[src/rtl/fetch_ctrl.sv]
// fetch_ctrl: owns the PC, issues fetches and queues {pc, instr} pairs for decode.
// Latency: an issued address reaches inst_valid two cycles later; redirect target shows three cycles after the redirect.
// Backpressure: decode stalls via inst_ready; issue is credit-gated so returning words always find a free slot.
module fetch_ctrl #(
  parameter logic [31:0] RESET_PC = 32'h0000_0000,
  parameter int          DEPTH    = 4
) (
  input  logic                     clk,
  input  logic                     rst,
  output logic [31:0]              fetch_addr,
  input  logic [31:0]              fetch_data,
  input  logic                     redirect_valid,
  input  logic [31:0]              redirect_pc,
  output logic                     inst_valid,
  input  logic                     inst_ready,
  output logic [31:0]              inst_pc,
  output logic [31:0]              inst_data,
  output logic [$clog2(DEPTH):0]   count
);

  localparam int AW = $clog2(DEPTH);
  localparam int CW = AW + 1;

  logic [31:0]   pc_q, pc_d;
  logic          ifv_q, ifv_d;
  logic [31:0]   ifpc_q, ifpc_d;
  logic [AW-1:0] wr_ptr_q, wr_ptr_d;
  logic [AW-1:0] rd_ptr_q, rd_ptr_d;
  logic [CW-1:0] count_q, count_d;
  logic [63:0]   mem_q [DEPTH];

  logic          pop;
  logic          push;
  logic          issue;
  logic [CW:0]   credit;
  logic [63:0]   head;

  // Handshake and credit decode: occupancy after this cycle plus the word still in flight
  always_comb begin
    head       = mem_q[rd_ptr_q];
    inst_valid = (count_q != '0) & ~redirect_valid;
    pop        = inst_valid & inst_ready;
    push       = ifv_q & ~redirect_valid;
    credit     = {1'b0, count_q} + {{CW{1'b0}}, ifv_q} - {{CW{1'b0}}, pop};
    issue      = ~redirect_valid & (credit < (CW+1)'(DEPTH));
    fetch_addr = pc_q;
    count      = count_q;
    inst_pc    = inst_valid ? head[63:32] : 32'h0;
    inst_data  = inst_valid ? head[31:0]  : 32'h0;
  end

  // Next-state: redirect flushes everything and reloads the PC; otherwise issue/push/pop
  always_comb begin
    pc_d     = pc_q;
    ifv_d    = 1'b0;
    ifpc_d   = ifpc_q;
    wr_ptr_d = wr_ptr_q;
    rd_ptr_d = rd_ptr_q;
    count_d  = count_q;
    if (redirect_valid) begin
      pc_d     = {redirect_pc[31:2], 2'b00};
      wr_ptr_d = '0;
      rd_ptr_d = '0;
      count_d  = '0;
    end else begin
      if (issue) begin
        pc_d   = pc_q + 32'd4;
        ifv_d  = 1'b1;
        ifpc_d = pc_q;
      end
      if (push) wr_ptr_d = wr_ptr_q + AW'(1);
      if (pop)  rd_ptr_d = rd_ptr_q + AW'(1);
      count_d = count_q + {{(CW-1){1'b0}}, push} - {{(CW-1){1'b0}}, pop};
    end
  end

  // Control state registers with synchronous reset taking priority over everything
  always_ff @(posedge clk) begin
    if (rst) begin
      pc_q     <= RESET_PC;
      ifv_q    <= 1'b0;
      ifpc_q   <= 32'h0;
      wr_ptr_q <= '0;
      rd_ptr_q <= '0;
      count_q  <= '0;
    end else begin
      pc_q     <= pc_d;
      ifv_q    <= ifv_d;
      ifpc_q   <= ifpc_d;
      wr_ptr_q <= wr_ptr_d;
      rd_ptr_q <= rd_ptr_d;
      count_q  <= count_d;
    end
  end

  // Queue storage; contents need no reset because outputs are gated by inst_valid
  always_ff @(posedge clk) begin
    if (!rst && push) begin
      mem_q[wr_ptr_q] <= {ifpc_q, fetch_data};
    end
  end

endmodule

[config.mk]
export PLATFORM = sky130hd
export DESIGN_NAME = fetch_ctrl
export DESIGN_NICKNAME = d
export VERILOG_FILES = /design/src/rtl/fetch_ctrl.sv
export SDC_FILE = /design/constraint.sdc
export NUM_CORES = 1
export LEC_CHECK = 0
export BUFFER_PORTS_ARGS = -buffer_cell sky130_fd_sc_hd__buf_4
export CAP_MARGIN = 25
export CORE_ASPECT_RATIO = 0.75
export CORE_MARGIN = 1
export CORE_UTILIZATION = 55
export DETAILED_ROUTE_END_ITERATION = 8
export HOLD_SLACK_MARGIN = 0.06
export PLACE_DENSITY = 0.83
export SKIP_LAST_GASP = 1
export SYNTH_ARGS = -nofsm -noshare
export SYNTH_HDL_FRONTEND = slang
export SYNTH_SLANG_ARGS = --single-unit
[constraint.sdc]
create_clock -name clk -period 3.5 [get_ports clk]
set_input_delay 0.35 -clock clk [delete_from_list [all_inputs] [get_ports clk]]
set_output_delay 0.35 -clock clk [all_outputs]
set_load 0.01 [all_outputs]
==> metrics.md, run 1 <==
| Metric | Value |
|---|---|
| Synth top area cells | edfxtp_1, dfxtp_1, mux4_2 |
| Clock transition at path regs | approximately 0.060 ns |
| Crit-path slowest cell | mux2i_4 |
| Die Area | roughly 0.024 mm^2 |
| Die X | about 180 um |
| Largest net degree at the start of global routing | 75 |
| DP HPWL | about 16,000 um |
| Most instantiated cells after synthesis | edfxtp_1, dfxtp_1, and2_1 |
| Most frequent cell after synthesis | edfxtp_1 |
| RSZ-0062 raised after global routing | false |
| XOR/XNOR share of the synthesized area | less than 1% |
| Switching power of the nets | 1600 uW |
| Synthesized-area fraction occupied by and/or/nand/nor cells | a little over a tenth |
| CTS HTree Levels | 1 |
| Compound-Gate Fraction of Synth Area | around 5.8% |
| Max incr delay on CP | ~0.74 ns |
| Maxcap violations | 0 |
| Crit path DAT | ~3.6 ns |
| Post-synth top area cell | edfxtp_1 |
| CTS tree | built |
| Final slew viol count | 0 |
| Residual DRC | 24 |
| Die Ht | 135 um |
| Worst skew pair latency | around 0.54 ns |
| Seq pwr share | between 50% and 60% |
| Mux share of post-synthesis cell area | 11.1% |
| Lkg Pwr | 0.00554 uW |
| Crit-path cells | nor3_1, nor2_4, nand2_1, or2_2, ha_1, a31oi_4, mux2i_4, buf_4, nor4b_1, a2111oi_0 |
| Max transition margin | between 30 and 40% |
| #FFs+latches synth | roughly 320 |
| Port bufs | between 150 and 200 |
| Pwr Density | between 400 and 500 mW/mm^2 |
| CTS resizes | 0 |
| Peak supply drop | 0.411 mV |
| IO Count | roughly 170 |
| Gpl congestion | between 0.8 and 0.9 |
| Fin nets | approximately 1,100 |
| Post-CTS setup repair buffer count | 0 |
| CP Class | flip-flop to flip-flop |
| Final setup viols | 0 |
| Antenna-violating nets left | 0 |
| Crit path buffers/inverters | 1 |
| Clock tree buffer depth | 3 |
| Cell Area, Placed | ~0.014 mm^2 |
| Grt ovf | 0 |
| Crit path max fanout | 27 |
| Hold/Removal Path Class | input pin to flip-flop |
| Syn-to-layout area delta | 21.8% |
| Largest family of logic cells by synthesized area | multiplexers |
| Async SR Flop Fraction | 0% |
| Number of CTS-inserted buffers | 30 |
| Number of global-route vias before repair | a little under 8,000 |
| Capturing element type of the critical path | flip-flop |
| Fillers | 1,546 |
| Min Tclk post-route | 3.15 ns |
| Non-Filler Cell Area, Final | about 0.016 mm^2 |
| N_diodes | 0 |
| Share of post-route cells with drive strength above 1 | approximately 29% |
| EDFF count, synth | approximately 250 |
| Net Sw Frac | a little over a fifth |
| Clock sink count | around 320 |
| Yosys cell types | 50 |
| Initial antenna violation count | 0 |
| Mean Syn Cell Area | about 15 um^2 |
| Period utilization | roughly 90% |
| Clock Skews | between 0.009 and 0.01 ns |
| CP Launch Type | flip-flop |
| Top delay family on crit path | multiplexers |
| Ys flop type | edfxtp_1 |
| Tot Pwr | around 7700 uW |
| Worst EP required | 3.92 ns |
| Synth top area share | about 58% |
| Synth Warn # | 0 |
| First-pass GRT wire length | about 43,000 um |
| Post-Synth Adder-Cell Area | less than 1% |
| Gate Count Post-Synth | 840 |
| Status | complete, but fails checks |
| Initial Util | roughly 56% |
| Clock share of power | 40.2% |
| Vias | between 7,000 and 8,000 |
| Least-Margin Pin Slew | approximately 0.96 ns |
| DR WL/cell | a little over 20 um |
| Seq/Total Area, Yosys | approximately two thirds |
| Logic pwr share | about 5.1% |
| Final Hold Vio Count | 0 |
| Root buffer cell | clkbuf_16 |
| Failing checks | DRC |
| Iter 0 DRT Violations | around 700 |
| Total GRT Usage | between 20 and 25% |
| Pre-antenna DRT Iters | 7 |
| Synthesized cell area | around 0.013 mm^2 |
| FP Rows | 48 |
| Pint | 6060 uW |
| Drt total wl | 27,700 um |
| Via/cell ratio | 5.85 |
| FMAX | 0.317 GHz |
| Core ar. | around 0.023 mm^2 |
| TNS Setup | 0 ns |
## cell type report
type                    instances  area (um^2)  area share [%]
clock inverters                 9         57.6           0.365
repair buffers                211         1740            11.1
well taps                     300          375            2.38
multi-input cells             443         3780            24.0
inverters                      15         56.3           0.357
flip-flops and latches        318         8860            56.2
clock buffers                  47          895            5.68
## tightest hold or removal path, stage by stage
cell and delay, ns:
buf_4 0.11, nor2_1 0.08, a311oi_1 0.05
## power groups by stage
stage | Combinational, uW | Clock, uW | Sequential, uW
floorplan | 178 | 0 | 4260
global placement | 345 | 0 | 4270
detailed placement | 355 | 0 | 4270
CTS | 388 | 3140 | 4190
global route | 423 | 3280 | 4200
finish | 388 | 3080 | 4190
## state kept, by name, indices dropped and copies added (netlist names), named ones only
signal / count
rd_ptr_q: 2
fetch_addr: 30
ifpc_q: 30
mem_q: 248
wr_ptr_q: 2
ifv_q: 1
count: 3
## kinds of logic (layout without fill, tap and decap cells)
logic type | after synthesis | in the layout
xor+xnor | 7 | 7
fa+ha+maj | 9 | 9
flops | 318 | 318
simple gates | 241 | 241
compound gates | 117 | 117
other cells | 1 | 4
mux | 65 | 65
buf+inv | 82 | 282
## final timing paths
| path | cells after the start | to | startpoint | slack [ns] |
|---|---|---|---|---|
| worst min-delay path | 3 | fetch_addr[3] | redirect_pc[3] | 0.08 |
| worst max-delay path | 10 | fetch_addr[8] | count[0] | 0.35 |
| worst min register to register | 0 | mem_q[3][56] | ifpc_q[24] | 0.50 |
| worst max register to register | 10 | fetch_addr[8] | count[0] | 0.35 |
## through the flow
| step | worst slack, ns | utilization [%] | hold WS (ns) | instances |
|---|---|---|---|---|
| after floorplan | 0.570 | - | 0.449 | 843 |
| after detailed placement | 0.384 | 62.7 | 0.483 | 1253 |
| after global placement | 0.532 | 62.7 | 0.473 | 1253 |
| after CTS | 0.368 | 68.3 | 0.0605 | 1343 |
| final | 0.350 | 68.3 | 0.0827 | 1343 |
| after global routing | 0.137 | 68.3 | 0.0706 | 1343 |
## routing by layer
metal	vias up	routed length [um]	GRT usage, %
li1	3607	-	-
met1	3928	11800	32.3
met2	286	13500	38.6
met3	37	1870	3.91
met4	0	402	4.62
met5	-	0	0
## layout by cell type, fill, tap and decap left out, types with 14 or more instances in the layout
master,netlist,layout
a21oi_1,33,33
dfxtp_1,70,68
mux4_2,62,62
buf_4,11,171
o21ai_0,41,41
and2_1,67,67
nor2_1,36,35
a311oi_1,14,14
dlygate4sd3_1,0,34
clkbuf_16,0,30
inv_1,15,15
edfxtp_1,248,248
nand2_1,20,20
nand3_1,49,49
## what timing repair did
action / 4_1_cts / 5_1_grt
hold buffers: 34 / 0
setup endpoints to repair: 0 / 0
hold endpoints to repair: 130 / 0
Power figures use the tool's default switching activity.
==> run 2, diff against run 1 <==
CELL_PAD_IN_SITES_DETAIL_PLACEMENT = 1   (was default)
CELL_PAD_IN_SITES_GLOBAL_PLACEMENT = 2   (was default)
CORE_UTILIZATION = 41   (was 55)
PLACE_DENSITY = 0.86   (was 0.83)
==> metrics.md, run 2 (synthesis results as in run 1) <==
| Metric | Value |
|---|---|
| Status | finished clean |
| Final Hold Vio Count | 0 (unchanged) |
| Root buffer cell | clkbuf_16 |
| CTS tree | built |
| Lkg Pwr | 0.00563 uW (+1.7%) |
| CTS HTree Levels | 2 (+1) |
| Residual DRC | 0 (-100%) |
| Worst hold stages | 3 (unchanged) |
| IO Count | 168 (unchanged) |
| Max reg flops | 248 (unchanged) |
| CP Launch Type | flip-flop |
| CP Depth | 10 (unchanged) |
| Clock sink count | 318 (unchanged) |
| Initial Util | 42.3% (-14 points) |
| Min Tclk post-route | 3.13 ns (-0.0250 ns) |
| Antenna-violating nets left | 0 (unchanged) |
| Clock share of power | 44.0% (+3.8 points) |
| Die X | 207 um (+16%) |
| Syn-to-layout area delta | 24.5% |
| Crit path max fanout | 42 (+56%) |
| Capturing element type of the critical path | flip-flop |
| Least-Margin Pin Slew | 0.840 ns (-0.121 ns) |
| Most frequent cells in the layout | edfxtp_1, buf_4, dfxtp_1, and2_1, mux4_2 |
| DP HPWL | 18,800 um (+14%) |
| Most common cell after layout, fill and taps aside | edfxtp_1 |
| Sequential cell area | 0.00886 mm^2 (unchanged) |
| Die Area | 0.0323 mm^2 (+34%) |
| Worst skew pair latency | 0.51 ns (-0.03 ns) |
| Initial antenna violation count | 0 (unchanged) |
| Crit-path cells | nor3_1, nor2_4, nand2_1, or2_2, ha_1, a31oi_4, mux2i_4, buf_12, nor4b_1, a2111oi_0 |
| DR WL/cell | 21.0 um (+2.1%) |
| Drt total wl | 30,400 um (+10%) |
| FP Rows | 55 (+15%) |
| Pwr Density | 509 mW/mm^2 (+4.7%) |
| Clock tree buffer depth | 3 (unchanged) |
| R2R Path End | fetch_addr[19] |
| Gpl congestion | 0.756 (-9.7%) |
| Crit path from | count[0] |
| Worst EP required | 3.87 ns (-0.05 ns) |
| Multi-input gate area | 0.00378 mm^2 (unchanged) |
| Crit-path slowest cell | mux2i_4 |
| Vias | 7,886 (+0.36%) |
| Fillers | 2,973 (+92%) |
| Via/cell ratio | 5.45 (-6.9%) |
| Top delay family on crit path | simple AND/OR/NAND/NOR gates |
| Crit path DAT | 3.50 ns (-0.07 ns) |
| Pint | 6490 uW (+7.0%) |
| Register-to-register setup slack | 0.37 ns (+0.02 ns) |
| Number of global-route vias before repair | 8,390 (+6.5%) |
| RR Startpoint | count[0] |
| Pre-antenna DRT Iters | 4 (-3) |
| Period utilization | 89.3% (-0.71 points) |
| Share of post-route cells with drive strength above 1 | 29.5% (+0.69 points) |
| Switching power of the nets | 1710 uW (+7.2%) |
| Clock transition at path regs | 0.06 ns (about the same) |
| Clock Skews | 0.0232 ns (+0.0139 ns) |
| Seq pwr share | 51.2% (-3.5 points) |
| Final slew viol count | 0 (unchanged) |
| Cells on worst reg2reg path | 10 (unchanged) |
| Net Sw Frac | 20.9% (+0.035 points) |
| First-pass GRT wire length | 47,900 um (+12%) |
| Largest net degree at the start of global routing | 85 (+13%) |
| Core ar. | 0.0306 mm^2 (+33%) |
| Hold/Removal Path Class | input pin to flip-flop |
| N_diodes | 0 (unchanged) |
| Total GRT Usage | 19.1% (-4.0 points) |
| Cell Area, Placed | 0.0147 mm^2 (+1.4%) |
| Logic pwr share | 4.8% (-0.3 points) |
| Maxcap violations | 0 (unchanged) |
| Crit path buffers/inverters | 1 (unchanged) |
| Fin nets | 1,101 (+0.46%) |
| Die Ht | 156 um (+16%) |
| FMAX | 0.320 GHz (+0.80%) |
| Non-Filler Cell Area, Final | 0.0161 mm^2 (+2.3%) |
| Final Util | 52.6% (-16 points) |
| Worst Setup EP | fetch_addr[19] |
| Iter 0 DRT Violations | 406 (-42%) |
| Peak supply drop | 0.468 mV (+14%) |
| Port bufs | 161 (unchanged) |
| Number of CTS-inserted buffers | 34 (+13%) |
| Max incr delay on CP | 0.64 ns (-0.10 ns) |
| Max transition margin | 44.0% (+8.1 points) |
| TNS Setup | 0 ns (unchanged) |
| Most flop-heavy register | mem_q |
| Grt ovf | 0 (unchanged) |
| RSZ-0062 raised after global routing | false |
| Final setup viols | 0 (unchanged) |
| CP Class | flip-flop to flip-flop |
## run 2: cell types whose count changed in the layout (fill, tap and decap cells not counted), moves of 2 or more
cell / previous run / this run
bufinv_16: 0 / 4
clkinv_4: 0 / 3
dlygate4sd3_1: 34 / 32
clkinvlp_4: 0 / 2
clkinv_1: 2 / 7
clkbuf_1: 9 / 4
buf_12: 6 / 10
clkbuf_8: 8 / 2
clkbuf_16: 30 / 35
## run 2: cell type report
class	count	share of cell area (%)
flip-flops and latches	318	54.9
inverters	15	0.349
well taps	399	3.10
repair buffers	212	11.1
clock buffers	41	5.70
multi-input cells	443	23.4
clock inverters	20	1.32
## run 2: power groups by stage
stage	Clock, uW	Combinational, uW	Sequential [uW]
after global routing	3860	430	4200
after CTS	3730	399	4200
after detailed placement	0	369	4280
after global placement	0	356	4270
final	3610	395	4200
after floorplan	0	178	4260
## run 2: worst min path at each step
stage,startpoint,to
6_report,redirect_pc[13],fetch_addr[13]
5_1_grt,redirect_pc[2],fetch_addr[2]
4_1_cts,redirect_pc[13],fetch_addr[13]
3_5_place_dp,ifpc_q[9],mem_q[2][41]
3_3_place_gp,ifpc_q[13],mem_q[1][45]
2_1_floorplan,fetch_data[0],mem_q[0][0]
## run 2: timing repair
item	CTS	global route
hold endpoints to repair	128	0
hold buffers	32	0
buffers inserted	0	0
resized for setup	0	0
## run 2: per-layer routing
metal / vias up / GRT usage (%) / wire length (um)
met1: 4047 / 25.9 / 13800
met4: 0 / 4.12 / 366
met2: 175 / 32.6 / 14900
met5: - / 0 / 0
met3: 32 / 3.34 / 1340
li1: 3632 / - / -
## run 2: through the flow
step	hold slack, ns	std cells	power [uW]	setup WS (ns)
global placement	0.483	1355	4630	0.520
detailed placement	0.497	1355	4650	0.394
global route	0.113	1448	8490	0.148
finish	0.107	1448	8200	0.375
CTS	0.0813	1448	8330	0.365
floorplan	0.449	843	4440	0.570
## run 2: tightest hold or removal path: cells and delay by family
family / cells / cell delay, ns
compound gates: 1 / 0.08
buf+inv: 2 / 0.15
